===== src/rtl/breakout_pkg.sv =====
// Shared Breakout definitions: key FSM states and playfield geometry.
// Latency: none (types and constants only).
// Backpressure: none.
package breakout_pkg;

  // Per-button key FSM; for edge-only keys DELAY doubles as the HELD state
  typedef enum logic [1:0] {
    IDLE   = 2'd0,
    FIRST  = 2'd1,
    DELAY  = 2'd2,
    REPEAT = 2'd3
  } key_state_t;

  // Playfield geometry shared with render and collision logic
  localparam int SCREEN_W = 640;
  localparam int PADDLE_W = 80;

endpackage


===== src/rtl/paddle_controller_key_repeat.sv =====
// Synchronizes one active-low button and turns presses into one-cycle requests, optionally auto-repeating.
// Latency: raw low sampled at edge k gives o_req during cycle k+2..k+3 (combinational from state).
// Backpressure: none; requests are fire-and-forget and the consumer may drop them.
module key_repeat
  import breakout_pkg::*;
#(
  parameter int HOLD_DELAY    = 12500000,
  parameter int REPEAT_PERIOD = 1250000,
  parameter bit REPEAT_EN     = 1'b1
) (
  input  logic clock,
  input  logic reset,
  input  logic i_btn_n,
  output logic o_req
);

  localparam int CNT_MAX = (HOLD_DELAY > REPEAT_PERIOD) ? HOLD_DELAY : REPEAT_PERIOD;
  localparam int CW      = $clog2(CNT_MAX + 1);
  localparam logic [CW-1:0] DELAY_LAST  = CW'(HOLD_DELAY - 1);
  localparam logic [CW-1:0] REPEAT_LAST = CW'(REPEAT_PERIOD - 1);

  logic          r_sync1;
  logic          r_sync2;
  key_state_t    r_state;
  logic [CW-1:0] r_cnt;

  // Two-flop synchronizer; resets to the released (high) level
  always_ff @(posedge clock) begin
    if (reset) begin
      r_sync1 <= 1'b1;
      r_sync2 <= 1'b1;
    end else begin
      r_sync1 <= i_btn_n;
      r_sync2 <= r_sync1;
    end
  end

  // Press / hold-delay / repeat state machine with its shared cycle counter
  always_ff @(posedge clock) begin
    if (reset) begin
      r_state <= IDLE;
      r_cnt   <= '0;
    end else if (r_sync2) begin
      r_state <= IDLE;
      r_cnt   <= '0;
    end else begin
      case (r_state)
        IDLE: begin
          r_state <= FIRST;
          r_cnt   <= '0;
        end
        FIRST: begin
          r_state <= DELAY;
          r_cnt   <= '0;
        end
        DELAY: begin
          // Edge-only keys park here until release
          if (REPEAT_EN) begin
            if (r_cnt == DELAY_LAST) begin
              r_state <= REPEAT;
              r_cnt   <= '0;
            end else begin
              r_cnt <= r_cnt + CW'(1);
            end
          end
        end
        REPEAT: begin
          if (r_cnt == REPEAT_LAST) begin
            r_cnt <= '0;
          end else begin
            r_cnt <= r_cnt + CW'(1);
          end
        end
        default: begin
          r_state <= IDLE;
          r_cnt   <= '0;
        end
      endcase
    end
  end

  // A released level suppresses the request even in a firing state
  assign o_req = !r_sync2 &&
                 ((r_state == FIRST) ||
                  (REPEAT_EN && (r_state == DELAY)  && (r_cnt == DELAY_LAST)) ||
                  (REPEAT_EN && (r_state == REPEAT) && (r_cnt == REPEAT_LAST)));

endmodule


===== src/rtl/paddle_controller.sv =====
// Turns left/right/pause buttons into clamped paddle position, step pulses and pause state.
// Latency: output change at edge k+3 for a raw press first sampled at edge k.
// Backpressure: none; requests arriving while paused or game_over are dropped.
module paddle_controller #(
  parameter int SCREEN_W      = breakout_pkg::SCREEN_W,
  parameter int PADDLE_W      = breakout_pkg::PADDLE_W,
  parameter int STEP          = 8,
  parameter int HOLD_DELAY    = 12500000,
  parameter int REPEAT_PERIOD = 1250000,
  parameter int X_INIT        = 280
) (
  input  logic       clock,
  input  logic       reset,
  input  logic       btn_left_n,
  input  logic       btn_right_n,
  input  logic       btn_pause_n,
  input  logic       game_over,
  input  logic       new_game,
  output logic [9:0] paddle_x,
  output logic       paused,
  output logic       step_l,
  output logic       step_r
);

  localparam logic [10:0] X_MAX11  = 11'(SCREEN_W - PADDLE_W);
  localparam logic [9:0]  X_MAX10  = 10'(SCREEN_W - PADDLE_W);
  localparam logic [10:0] STEP11   = 11'(STEP);
  localparam logic [9:0]  STEP10   = 10'(STEP);
  localparam logic [9:0]  X_INIT10 = 10'(X_INIT);

  logic        w_req_l;
  logic        w_req_r;
  logic        w_req_p;
  logic [10:0] w_x11;
  logic [10:0] w_right_sum;
  logic [9:0]  w_left_x;
  logic [9:0]  w_right_x;
  logic        w_can_l;
  logic        w_can_r;

  logic [9:0]  r_x;
  logic        r_paused;
  logic        r_step_l;
  logic        r_step_r;

  key_repeat #(
    .HOLD_DELAY   (HOLD_DELAY),
    .REPEAT_PERIOD(REPEAT_PERIOD),
    .REPEAT_EN    (1'b1)
  ) u_key_left (
    .clock  (clock),
    .reset  (reset),
    .i_btn_n(btn_left_n),
    .o_req  (w_req_l)
  );

  key_repeat #(
    .HOLD_DELAY   (HOLD_DELAY),
    .REPEAT_PERIOD(REPEAT_PERIOD),
    .REPEAT_EN    (1'b1)
  ) u_key_right (
    .clock  (clock),
    .reset  (reset),
    .i_btn_n(btn_right_n),
    .o_req  (w_req_r)
  );

  key_repeat #(
    .HOLD_DELAY   (HOLD_DELAY),
    .REPEAT_PERIOD(REPEAT_PERIOD),
    .REPEAT_EN    (1'b0)
  ) u_key_pause (
    .clock  (clock),
    .reset  (reset),
    .i_btn_n(btn_pause_n),
    .o_req  (w_req_p)
  );

  // Move arithmetic is 11 bits wide so the right-side sum cannot wrap
  assign w_x11       = {1'b0, r_x};
  assign w_right_sum = w_x11 + STEP11;
  assign w_left_x    = (w_x11 >= STEP11) ? (r_x - STEP10) : 10'd0;
  assign w_right_x   = (w_right_sum <= X_MAX11) ? w_right_sum[9:0] : X_MAX10;
  // A move only counts (and pulses) when the paddle is not already at that wall
  assign w_can_l     = (r_x != 10'd0);
  assign w_can_r     = (w_x11 < X_MAX11);

  // Priority: new_game, game_over, pause toggle, then moves (opposing moves cancel)
  always_ff @(posedge clock) begin
    if (reset) begin
      r_x      <= X_INIT10;
      r_paused <= 1'b0;
      r_step_l <= 1'b0;
      r_step_r <= 1'b0;
    end else begin
      r_step_l <= 1'b0;
      r_step_r <= 1'b0;
      if (new_game) begin
        r_x      <= X_INIT10;
        r_paused <= 1'b0;
      end else if (!game_over) begin
        if (w_req_p) begin
          r_paused <= !r_paused;
        end else if (!r_paused && (w_req_l != w_req_r)) begin
          if (w_req_l && w_can_l) begin
            r_x      <= w_left_x;
            r_step_l <= 1'b1;
          end
          if (w_req_r && w_can_r) begin
            r_x      <= w_right_x;
            r_step_r <= 1'b1;
          end
        end
      end
    end
  end

  assign paddle_x = r_x;
  assign paused   = r_paused;
  assign step_l   = r_step_l;
  assign step_r   = r_step_r;

endmodule


===== config.mk =====
export PLATFORM = sky130hd
export DESIGN_NAME = paddle_controller
export DESIGN_NICKNAME = d
export VERILOG_FILES = /design/src/rtl/breakout_pkg.sv /design/src/rtl/paddle_controller_key_repeat.sv /design/src/rtl/paddle_controller.sv
export SDC_FILE = /design/constraint.sdc
export NUM_CORES = 1
export LEC_CHECK = 0
export ABC_AREA = 1
export BUFFER_PORTS_ARGS = -buffer_cell sky130_fd_sc_hd__buf_2
export CORE_UTILIZATION = 45
export DETAILED_ROUTE_END_ITERATION = 8
export SLEW_MARGIN = 0
export SYNTH_ARGS = -nofsm -noshare
export SYNTH_HDL_FRONTEND = slang
export SYNTH_SLANG_ARGS = --single-unit

===== constraint.sdc =====
create_clock -name clock -period 5.3 [get_ports clock]
set_input_delay 0.795 -clock clock [delete_from_list [all_inputs] [get_ports clock]]
set_output_delay 0.795 -clock clock [all_outputs]
set_load 0.005 [all_outputs]

# Word level (Yosys, flattened, before mapping)

Index checks and enable logic that the tools add are counted.
W data, S select, Z words.

Register bits after elaboration: 73
Logic and storage cells: 93
Bits of input ports: 7

Muxes and demuxes: 17
Equality and inequality tests: 14
Reduce and logical (&&, ||, !) cells: 37
Magnitude comparators: 3
Bitwise logic cells: 3
Add/subtract/negate cells: 4

Operators by type and width:

| kind                    | number |
|---|---|
| $pmux W24 S3            | 2 |
| $mux W24                | 4 |
| $add A24 B1 Y24 const B | 2 |
| $eq A24 B21 Y1 const B  | 2 |
| $eq A24 B24 Y1 const B  | 2 |
| $mux W10                | 4 |
| $pmux W2 S3             | 2 |
| $reduce_or A2 Y1        | 6 |
| $add A10 B4 Y11 const B | 1 |
| $le A11 B10 Y1 const B  | 1 |
| $ge A10 B4 Y1 const B   | 1 |
| $logic_and A1 B1 Y1     | 10 |
| $lt A10 B10 Y1 const B  | 1 |
| $reduce_bool A10 Y1     | 1 |
| $sub A10 B4 Y10 const B | 1 |
| $eq A2 B2 Y1 const B    | 4 |
| $eq A2 B1 Y1 const B    | 3 |
| $logic_not A2 Y1        | 3 |
| $reduce_and A2 Y1       | 3 |
| $reduce_bool A3 Y1      | 2 |
| $reduce_or A5 Y1        | 1 |
| $logic_not A1 Y1        | 4 |
| $logic_or A1 B1 Y1      | 4 |
| $mux W2                 | 2 |
| other kinds (7)         | 12 |

# Depth between registers and ports, before layout

Gate-level depths: netlist of run 1.

Depth in word-level cells: 9
Mapped depth: 15
Mapped depth without buffers: 15

# By module

From an unflattened synthesis of run 1, not the netlist that was laid out.

Cell total of the unflattened synthesis: 635
Area, all modules: 4423.0 um^2

By module, submodules not included:

| module                      | sequential area each (um^2) | area each (um^2) | cells each | instances |
|---|---|---|---|---|
| key_repeat (u_key_left ...) | 560.5                       | 1677.9           | 234        | 2 |
| paddle_controller           | 200.2                       | 938.4            | 153        | 1 |
| key_repeat (u_key_pause)    | 80.1                        | 128.9            | 14         | 1 |

# Least setup slack after synthesis of run 1

No wires, ideal clock.

Path kind: register to register
Start point: register u_key_left.r_cnt[0]
End point: register u_key_left.r_cnt[20]
Stages on the path, launching flop included: 14
Arrival: 1715 ps
Path slack: 3468 ps
Data required time: 5183 ps
Path buffers: 0
Cells stage by stage: dfxtp_1 > ha_1 > nand3_4 > nor2_4 > nand2_2 > nor2_2 > inv_2 > nor3_4 > nand2_2 > nor2_4 > nand2_2 > nor2_2 > xor2_1 > nor2_1

Cells in the longest elaborated chain, start to end: 3
Elaborated cells between the ends (all ways): 6

RTL lines:

| item                                          | RTL line                                                               | text |
|---|---|---|
| start, declared                               | paddle_controller_key_repeat.sv:25                                     | `logic [CW-1:0] r_cnt;` |
| start signal, assigned                        | paddle_controller_key_repeat.sv:63                                     | `r_cnt <= r_cnt + CW'(1);` |
| start signal, assigned                        | paddle_controller_key_repeat.sv:71                                     | `r_cnt <= r_cnt + CW'(1);` |
| $add A24 B1 Y24, or another cell as far along | paddle_controller_key_repeat.sv:63, paddle_controller_key_repeat.sv:71 |  |
| $mux W24, on equally long branches            | paddle_controller_key_repeat.sv:68, paddle_controller_key_repeat.sv:59 |  |
| $pmux W24 S3 (*)                              | paddle_controller_key_repeat.sv:47                                     | `case (r_state)` |

Every way passes the cells marked *; elsewhere a longest branch is shown, timed or not.
A chain may end at the register's enable or synchronous reset.

# Worst setup path after layout of run 1

Start point: register u_key_right.r_cnt[0]
End point: register u_key_right.r_cnt[12]

Cells in the longest elaborated chain, start to end: 3
Elaborated cells between the ends (all ways): 6

RTL lines:

| item                                          | RTL line |
|---|---|
| start, declared                               | paddle_controller_key_repeat.sv:25 |
| start signal, assigned                        | paddle_controller_key_repeat.sv:63 |
| start signal, assigned                        | paddle_controller_key_repeat.sv:71 |
| $add A24 B1 Y24, or another cell as far along | paddle_controller_key_repeat.sv:63, paddle_controller_key_repeat.sv:71 |
| $mux W24, on equally long branches            | paddle_controller_key_repeat.sv:68, paddle_controller_key_repeat.sv:59 |
| $pmux W24 S3 (*)                              | paddle_controller_key_repeat.sv:47 |

Marked as above.

==> run_results.csv, run 1 <==
group,metric,value,unit
run,cap_violations,0,
timing,drv_slew,0,
clock_network,postCtsSetupBuffers,0,
timing,setup_tns,0,ns
die,io_pins,20,
power,p_seq_frac,0.582,
power,clkPwrFrac,0.405,
run_status,run_status,"finished, final reports clean",
critical_path,crit_start,"u_key_right.r_cnt[0]$_SDFF_PP0_",
critical_path,cp-end-kind,"flip-flop",
power,p_int,720,uW
detailed_routing,drtIter0Drc,137,
clock_network,clockRootBuffer,"clkbuf_8",
global_route,grt_overflow,0,
detailed_routing,wl_per_cell,11.6,um
power,irDropWorstVdd,0.119,mV
die,fp.dieH,95.2,um
critical_path,cp_slowest_cell,"nand2_1",
detailed_routing,ant_nets,0,
detailed_routing,drt-total-wl,8010,um
clock_network,cts_tree,"done",
timing,setup_ws,3.09,ns
clock_network,clk_latency,0.33,ns
clock_network,ctsResizeCount,0,
die,initial_core_util,0.471,
layout,insertedDiodeCount,0,
detailed_routing,viasPerCell,4.94,
yosys,syn_inst,565,
placed_design,routabilityCongestion,0.883,
power,combinationalPowerShare,0.014,
critical_path,critPathKind,"flip-flop to flip-flop",
die,die_w,95.2,um
detailed_routing,drc,0,
clock_network,postCtsHoldBufs,0,
yosys,synth_async_sr_flop_share,0,
critical_path,reg2reg_slack,3.09,ns
critical_path,path_buf_inv,1,
power,switchingPower,191,uW
yosys,yosysSeqAreaShare,0.359,
global_route,grt_start_max_net_pins,25,
timing,tightest_slew,0.866,ns
detailed_routing,dr.pass1.iters,4,
critical_path,critPathCapture,"u_key_right.r_cnt[12]$_SDFF_PP0_",
die,num_rows,33,
timing,fin_crit_sh,0.417,
timing,hold_violations,0,
critical_path,crit_cells,9,
critical_path,arrival,2.44,ns
critical_path,critPathRequiredTime,5.53,ns
clock_network,path_clk_slew,0.07,ns
yosys,ys_warn_count,0,
hold_path,hold_depth,1,
placed_design,io_buffers,16,
yosys,syn-cell-area,3910,um2
detailed_routing,vias,3397,
yosys,synth-edff-count,0,
clock_network,cts_max_level,3,
yosys,ys_types,37,
die,core,8300,um2
placed_design,post-place-ws,3.08,ns
critical_path,crit_chain,"ha_1 > nand3_1 > inv_1 > nand4_1 > o31ai_1 > nand2_1 > nand2_1 > nor2_1 > o21a_1",
global_route,antenna_found_initial,0,
power,leakagePower,0.00163,uW
global_route,grt_pass1_wl,14100,um
clock_network,clock_path_buffers,2,
critical_path,critPathMaxFanout,24,
layout,layout_commonest_cell,"nor2_1",
critical_path,crit_top_cell,"nand2_1",
global_route,grt_pass1_vias,3213,
yosys,synth_top_area_frac,0.359,
yosys,syn_avg_cell_area,6.92,um2
yosys,ys_top_cells_by_area,"dfxtp_1 36%, nor2_1 11%, nand2_1 9.8%, inv_1 6.1%, nand3_1 5.1%",
layout,drive_above_1_share,0.115,
placed_design,hpwl,6040,um
critical_path,r2r_end,"u_key_right.r_cnt[12]$_SDFF_PP0_",
timing,finalSetupViolations,0,
clock_network,numClockSinks,70,
die,dieArea,9060,um2
timing,fin_crit,2.21,ns
layout,syn2layout_area_growth,8.01,%
timing,fin_skew,0.0107,ns
hold_path,hold_class,"flip-flop to flip-flop",
yosys,synth-main-ff-cell,"dfxtp_1",
clock_network,cts_made_buffers,9,
critical_path,worstSetupStartpointType,"flip-flop",
critical_path,cpPeakStageDelay,0.64,ns
critical_path,critPathTopFamily,"simple AND/OR/NAND/NOR gates",
global_route,gr-usage-all-layers,0.197,
yosys,yosys.area.top_type,"dfxtp_1",
layout,nNetsFinal,601,
placed_design,place_inst,675,
critical_path,reg2regPathDepth,9,
timing,rsz0062_at_grt,"no",
timing,clock.fmax,452,MHz
layout,layout.cells.non_filler,688,
timing,max_slew_margin,0.421,
power,switching_share,0.210,
critical_path,r2r-start,"u_key_right.r_cnt[0]$_SDFF_PP0_",
layout,most-common-layout-cells,"112 x nor2_1, 102 x nand2_1, 70 x dfxtp_1",
yosys,ys_seq_elements,70,
power,pwr_density_cell,216,nW/um2
==> sequential cells by signal, indices dropped and copies added (netlist names) <==
register,flops
paddle_x,7
paused,1
step_l,1
step_r,1
u_key_left.r_cnt,24
u_key_left.r_state,2
u_key_left.r_sync1,1
u_key_left.r_sync2,1
u_key_pause.r_state,2
u_key_pause.r_sync1,1
u_key_pause.r_sync2,1
u_key_right.r_cnt,24
u_key_right.r_state,2
u_key_right.r_sync1,1
u_key_right.r_sync2,1
==> final cells by class <==
class	instances	area [um2]
Multi-Input combinational cell	416	2190
Tap cell	105	131
Fill cell	864	4080
Timing Repair Buffer	16	80.1
Inverter	68	255
Clock inverter	2	10.0
Sequential cell	70	1400
Clock buffer	11	151
==> per-layer routing <==
| layer | vias up | routed length (um) | global-route usage |
|---|---|---|---|
| met1 | 1511 | 4150 | 0.264 |
| met4 | 0 | 122 | 0.0783 |
| met2 | 48 | 3520 | 0.315 |
| met3 | 10 | 216 | 0.0287 |
| met5 | - | 0 | 0 |
| li1 | 1828 | - | - |
==> worst register-to-register path, delay by kind of cell (launching register included) <==
kind | cells | cell delay [ns]
AOI/OAI and AO/OA | 2 | 0.39
DFF | 1 | 0.36
adders and majority gates | 1 | 0.19
and+or+nand+nor | 5 | 1.07
buffers and inverters | 1 | 0.12
==> cells in the mapped netlist, types with 2 or more instances <==
library cell and count:
nor2_1 112, nand2_1 102, dfxtp_1 70, inv_1 64
nand3_1 40, nor3_1 19, xor2_1 19, a21oi_1 15
ha_1 13, nand4_1 13, o21ai_0 10, xnor2_1 9
nor2_2 8, nor4_1 7, or2_2 7, buf_2 6
nand2_2 6, clkbuf_1 4, inv_2 4, nand3_2 4
nor3b_1 4, a211oi_1 3, buf_4 3, nor2_4 3
o22ai_1 3, a31oi_1 2, nor3_2 2, o21bai_1 2
o31ai_1 2, or3_1 2
==> per-stage QoR <==
step	hold WS, ns	cell area (um2)	total power, uW	util
4_1_cts	0.410	4220	924	0.509
5_1_grt	0.419	4220	950	0.509
6_report	0.409	4220	911	0.509
2_1_floorplan	0.389	3920	552	-
3_3_place_gp	0.393	4060	554	0.489
3_5_place_dp	0.395	4060	554	0.489
==> worst min path at each step <==
stage / startpoint / to / slack [ns]
6_report: u_key_right.r_sync1$_SDFF_PP1_ / u_key_right.r_sync2$_SDFF_PP1_ / 0.41
5_1_grt: u_key_left.r_sync1$_SDFF_PP1_ / u_key_left.r_sync2$_SDFF_PP1_ / 0.42
4_1_cts: u_key_right.r_sync1$_SDFF_PP1_ / u_key_right.r_sync2$_SDFF_PP1_ / 0.41
3_5_place_dp: u_key_right.r_sync1$_SDFF_PP1_ / u_key_right.r_sync2$_SDFF_PP1_ / 0.39
3_3_place_gp: u_key_right.r_sync1$_SDFF_PP1_ / u_key_right.r_sync2$_SDFF_PP1_ / 0.39
2_1_floorplan: u_key_left.r_sync1$_SDFF_PP1_ / u_key_left.r_sync2$_SDFF_PP1_ / 0.39
==> power by group through the flow <==
stage | logic (uW) | clock network (uW) | registers, uW
floorplan | 10.3 | 0 | 542
global placement | 12.1 | 0 | 542
detailed placement | 12.5 | 0 | 542
CTS | 12.4 | 382 | 530
global route | 14.6 | 405 | 530
finish | 12.3 | 369 | 530
==> cell families after synthesis <==
group	Yosys count	share of synthesized area
flip-flops	70	0.359
adder cells (fa/ha/maj)	13	0.0416
other	1	0.000960
buffers and inverters	81	0.0826
XOR/XNOR	28	0.0628
AO/OA/AOI/OAI	38	0.0554
AND/OR/NAND/NOR	334	0.398
Power figures use the tool's default switching activity.
==> run 2, diff against run 1 <==
==> constraint.sdc (replaced) <==
create_clock -name clock -period 1.95 [get_ports clock]
set_input_delay 0.2925 -clock clock [delete_from_list [all_inputs] [get_ports clock]]
set_output_delay 0.2925 -clock clock [all_outputs]
set_load 0.005 [all_outputs]
==> run 2 against run 1 <==
Clock skew grew 0.0039 ns. Via count is 4.4% higher. Clock-buffer cell count fell by 1. Non-clock buffer count increased by 24. Critical path depth grew 4. Critical endpoint is now paddle_x[5]$_SDFFE_PP0P_. Largest cell class unchanged. Largest power group unchanged.
==> run_results.csv, run 2 (synthesis gave the netlist of run 1 again) <==
group,metric,value,unit
run_status,run_status,"finished, final reports clean",
critical_path,arrival,2.05,ns
die,num_rows,33,
power,clkPwrFrac,0.466,
timing,fin_crit,1.81,ns
detailed_routing,wl_per_cell,11.6,um
power,p_int,2170,uW
global_route,grt_pass1_wl,14200,um
hold_path,hp-start,"btn_pause_n",
global_route,gr-usage-all-layers,0.200,
timing,drv_slew,0,
die,initial_core_util,0.471,
timing,finalSetupViolations,0,
power,leakagePower,0.00183,uW
die,fp.dieH,95.2,um
timing,setup_ws,0.140,ns
critical_path,critPathRequiredTime,2.19,ns
clock_network,cts_tree,"done",
global_route,grt_start_max_net_pins,25,
layout,drive_above_1_share,0.202,
critical_path,r2r_end,"paddle_x[5]$_SDFFE_PP0P_",
critical_path,cp-end-kind,"flip-flop",
die,io_pins,20,
layout,nNetsFinal,625,
detailed_routing,dr.pass1.iters,4,
detailed_routing,drt-total-wl,8310,um
placed_design,post-place-ws,-0.0178,ns
run,cap_violations,0,
clock_network,cts_max_level,3,
hold_path,whs_endpoint,"u_key_pause.r_sync1$_SDFF_PP1_",
critical_path,critPathMaxFanout,7,
placed_design,io_buffers,16,
placed_design,place_inst,698,
die,die_w,95.2,um
power,switchingPower,592,uW
clock_network,path_clk_slew,0.08,ns
power,p_seq_frac,0.521,
critical_path,worstSetupStartpointType,"flip-flop",
power,fin_total_pwr,2760,uW
die,core,8300,um2
detailed_routing,vias,3546,
critical_path,reg2reg_slack,0.14,ns
placed_design,hpwl,6120,um
critical_path,r2r-start,"u_key_left.r_cnt[10]$_SDFF_PP0_",
power,combinationalPowerShare,0.013,
global_route,grt_pass1_vias,3243,
critical_path,reg2regPathDepth,13,
hold_path,hold_class,"input pin to flip-flop",
timing,clock.fmax,553,MHz
die,dieArea,9060,um2
layout,insertedDiodeCount,0,
detailed_routing,drtIter0Drc,127,
critical_path,critPathKind,"flip-flop to flip-flop",
placed_design,routabilityCongestion,0.888,
timing,rsz0062_at_grt,"yes",
detailed_routing,viasPerCell,4.96,
clock_network,cts_made_buffers,9,
power,pwr_density_cell,600,nW/um2
power,switching_share,0.214,
timing,fin_skew,0.0147,ns
detailed_routing,ant_nets,0,
clock_network,clockRootBuffer,"clkbuf_8",
hold_path,hold_depth,2,
global_route,grt_overflow,0,
layout,syn2layout_area_growth,17.7,%
timing,fin_crit_sh,0.928,
layout,layout_commonest_cell,"nor2_1",
clock_network,clk_latency,0.35,ns
timing,hold_violations,0,
layout,layout.cells.non_filler,715,
detailed_routing,drc,0,
clock_network,clock_path_buffers,2,
global_route,antenna_found_initial,0,
layout,most-common-layout-cells,"108 x nor2_1, 97 x nand2_1, 62 x inv_1",
clock_network,numClockSinks,70,
power,irDropWorstVdd,0.344,mV
run 2: through the flow:
step | utilization | TNS (ns) | area [um2] | hold slack, ns
2_1_floorplan | - | 0 | 3920 | 0.389
3_3_place_gp | 0.513 | 0 | 4260 | 0.391
3_5_place_dp | 0.513 | -0.0313 | 4260 | 0.393
4_1_cts | 0.540 | 0 | 4480 | 0.116
5_1_grt | 0.554 | -0.0268 | 4600 | 0.0984
6_report | 0.554 | 0 | 4600 | 0.127
run 2: worst max path at each step:
stage,slack (ns),endpoint,cells past startpoint,start
global placement,0.06,paddle_x[5]$_SDFFE_PP0P_,14,u_key_left.r_cnt[1]$_SDFF_PP0_
finish,0.14,paddle_x[5]$_SDFFE_PP0P_,13,u_key_left.r_cnt[10]$_SDFF_PP0_
CTS,0.01,paddle_x[9]$_SDFFE_PP0P_,14,u_key_left.r_cnt[1]$_SDFF_PP0_
detailed placement,-0.02,paddle_x[5]$_SDFFE_PP0P_,14,u_key_right.r_cnt[0]$_SDFF_PP0_
floorplan,0.12,u_key_left.r_cnt[20]$_SDFF_PP0_,13,u_key_left.r_cnt[0]$_SDFF_PP0_
global route,-0.02,paddle_x[5]$_SDFFE_PP0P_,14,u_key_right.r_cnt[20]$_SDFF_PP0_
run 2: area by class of cell:
cell class                      count  area, um2
Clock buffer                       10        128
Clock inverter                      6       86.3
Fill cell                         827       3700
Inverter                           68        255
Multi-Input combinational cell    416       2290
Sequential cell                    70       1430
Tap cell                          105        131
Timing Repair Buffer               40        285
run 2: critical path, cell delays in order (launching register included):
cell and delay, ns:
dfxtp_1 0.32, buf_4 0.15, nor2_1 0.11, nand3_1 0.10, nor2_1 0.15, nand4_1 0.12
nand3_2 0.10, nand2_1 0.09, nand2_2 0.10, nand3_4 0.10, nor2_4 0.18, nand2_1 0.07
nand2_1 0.06, nor2_1 0.04
run 2: timing repair:
item / 4_1_cts / 5_1_grt
endpoints found under the setup margin: 4 / 15
pin swaps: 1 / 4
hold buffers: 0 / 0
gates resized for setup: 4 / 37
buffers inserted: 0 / 1
run 2: metal layers:
metal | track usage | vias to the layer above | wire, um | share of wire
li1 | - | 1880 | - | -
met1 | 0.262 | 1607 | 4180 | 0.50
met2 | 0.316 | 49 | 3790 | 0.46
met3 | 0.0582 | 10 | 227 | 0.027
met4 | 0.0631 | 0 | 110 | 0.013
met5 | 0 | - | 0 | 0
run 2: power by group through the flow:
stage          Clock [uW]  Sequential [uW]  Combinational [uW]
2_1_floorplan           0             1470                28.0
5_1_grt              1380             1440                42.4
6_report             1290             1440                36.8
3_5_place_dp            0             1470                36.0
4_1_cts              1320             1440                36.2
3_3_place_gp            0             1470                35.0
==> run 3, diff against run 2 <==
--- a/config.mk
+++ b/config.mk
@@ -9,7 +9,9 @@
 export BUFFER_PORTS_ARGS = -buffer_cell sky130_fd_sc_hd__buf_2
 export CORE_UTILIZATION = 45
 export DETAILED_ROUTE_END_ITERATION = 8
-export SLEW_MARGIN = 0
+export GPL_TIMING_DRIVEN = 0
+export PLACE_DENSITY = 0.66
+export SLEW_MARGIN = 5
 export SYNTH_ARGS = -nofsm -noshare
 export SYNTH_HDL_FRONTEND = slang
 export SYNTH_SLANG_ARGS = --single-unit
==> run 3 against run 2 <==
Total power is 7.8% lower. Sequential power is essentially flat. Utilization decreased by 0.36 points. Critical path type unchanged. Largest cell class unchanged. Largest power group unchanged.
==> run_results.csv, run 3 (synthesis gave the netlist of run 1 again) <==
group,metric,value,unit
timing,clock.fmax,537,MHz
clock_network,numClockSinks,70,
run,cap_violations,0,
layout,nNetsFinal,621,
detailed_routing,drt-total-wl,8350,um
layout,layout_commonest_cell,"nor2_1",
detailed_routing,drc,0,
critical_path,worstSetupStartpointType,"flip-flop",
critical_path,critPathKind,"flip-flop to flip-flop",
clock_network,clockRootBuffer,"clkbuf_8",
placed_design,routabilityCongestion,0.887,
critical_path,cp-end-kind,"flip-flop",
critical_path,arrival,2.10,ns
clock_network,cts_tree,"done",
detailed_routing,dr.pass1.iters,4,
power,pwr_density_cell,557,nW/um2
detailed_routing,dr_wl_met2,3980,um
clock_network,clk_latency,0.34,ns
timing,fin_crit_sh,0.954,
critical_path,reg2reg_slack,0.09,ns
clock_network,postCtsHoldBufs,0,
power,irDropWorstVdd,0.332,mV
global_route,gr-usage-all-layers,0.203,
layout,post-route-util,0.551,
timing,drv_slew,0,
clock_network,path_clk_slew,0.08,ns
global_route,grt_pass1_vias,3421,
detailed_routing,viasPerCell,5.01,
timing,finalSetupViolations,0,
run_status,run_status,"finished, final reports clean",
layout,most-common-layout-cells,"102 x nor2_1, 96 x nand2_1, 60 x inv_1",
power,leakagePower,0.00178,uW
clock_network,clock_path_buffers,2,
die,num_rows,33,
hold_path,hold_depth,2,
detailed_routing,vias,3561,
detailed_routing,wl_per_cell,11.7,um
die,dieArea,9060,um2
detailed_routing,wl_met3,347,um
die,initial_core_util,0.471,
hold_path,whs_endpoint,"u_key_pause.r_sync1$_SDFF_PP1_",
hold_path,hp-start,"btn_pause_n",
placed_design,place_area,4130,um2
die,die_w,95.2,um
layout,insertedDiodeCount,0,
placed_design,hpwl,6270,um
layout,final_area,4570,um2
timing,max_slew_margin,0.567,
layout,drive_above_1_share,0.229,
timing,rsz0062_at_grt,"yes",
placed_design,io_buffers,16,
global_route,grt_pass1_wl,14600,um
timing,tightest_slew,0.647,ns
critical_path,r2r_end,"u_key_left.r_cnt[20]$_SDFF_PP0_",
critical_path,critPathRequiredTime,2.19,ns
hold_path,hold_class,"input pin to flip-flop",
die,fp.dieH,95.2,um
critical_path,reg2regPathDepth,13,
clock_network,cts_made_buffers,9,
global_route,antenna_found_initial,0,
layout,syn2layout_area_growth,16.9,%
detailed_routing,drtIter0Drc,132,
global_route,grt_start_max_net_pins,12,
die,io_pins,20,
timing,hold_violations,0,
timing,fin_skew,0.00721,ns
critical_path,r2r-start,"u_key_left.r_cnt[1]$_SDFF_PP0_",
detailed_routing,ant_nets,0,
global_route,grt_overflow,0,
clock_network,cts_max_level,3,
timing,fin_crit,1.86,ns
detailed_routing,wl_met1,3960,um
detailed_routing,maxUsedRoutingLayer,"met4",
critical_path,critPathMaxFanout,5,
die,core,8300,um2
## run 3: final cells by class
cell class | count | area [um2]
clock buffers | 13 | 159
well taps | 105 | 131
clock inverters | 3 | 18.8
repair buffers | 25 | 148
inverters | 68 | 255
fillers | 796 | 3730
flip-flops and latches | 70 | 1430
plain buffers | 11 | 67.6
multi-input cells | 416 | 2360
## run 3: worst max-delay path by stage
| stage | end | startpoint | slack (ns) | cells after the start |
|---|---|---|---|---|
| after floorplan | u_key_left.r_cnt[20]$_SDFF_PP0_ | u_key_left.r_cnt[0]$_SDFF_PP0_ | 0.12 | 13 |
| after global placement | u_key_right.r_cnt[20]$_SDFF_PP0_ | u_key_right.r_cnt[0]$_SDFF_PP0_ | -0.20 | 10 |
| after detailed placement | u_key_right.r_cnt[20]$_SDFF_PP0_ | u_key_right.r_cnt[0]$_SDFF_PP0_ | -0.22 | 10 |
| after CTS | paddle_x[7]$_SDFFE_PP0P_ | paddle_x[4]$_SDFFE_PP1P_ | 0.009 | 11 |
| after global routing | u_key_left.r_cnt[20]$_SDFF_PP0_ | u_key_left.r_cnt[1]$_SDFF_PP0_ | -0.02 | 13 |
| final | u_key_left.r_cnt[20]$_SDFF_PP0_ | u_key_left.r_cnt[1]$_SDFF_PP0_ | 0.09 | 13 |
## run 3: worst max-delay path: stages, from the launching register on
cell	delay [ns]
dfxtp_2	0.36
ha_4	0.16
nand3_4	0.11
nor2_4	0.12
nand2_2	0.08
nor2_4	0.10
inv_2	0.05
nor3_4	0.14
nand2_2	0.10
nor2_4	0.16
nand2_4	0.08
nor2_4	0.08
xor2_1	0.16
nor2_1	0.05
## run 3: metal layers
layer  vias to the layer above  GRT usage
met5                         -          0
met4                         0     0.0644
met3                         6     0.0455
met2                        78      0.344
met1                      1600      0.253
li1                       1877          -
## run 3: power by group
part,leakage (uW),internal [uW],switching [uW],total (uW)
Clock,0.0000934,531,535,1070
Sequential,0.000575,1430,3.97,1440
Combinational,0.00112,18.8,22.5,41.3
## run 3: per-stage QoR
stage / hold WS (ns) / std cells / TNS [ns] / setup slack [ns] / total power [uW]
floorplan: 0.389 / 567 / 0 / 0.118 / 1500
global placement: 0.393 / 688 / -0.392 / -0.199 / 1510
detailed placement: 0.393 / 688 / -0.601 / -0.217 / 1510
CTS: 0.111 / 706 / 0 / 0.00854 / 2590
global route: 0.120 / 711 / -0.0371 / -0.0170 / 2650
finish: 0.132 / 711 / 0 / 0.0889 / 2540
## run 3: repair_timing
item                       in CTS  in global routing
resized for setup              15                 60
pin swaps                       5                 19
hold endpoints to repair        0                  0
gates cloned                    0                  0
setup endpoints to repair      13                 51
buffers inserted                3                  6
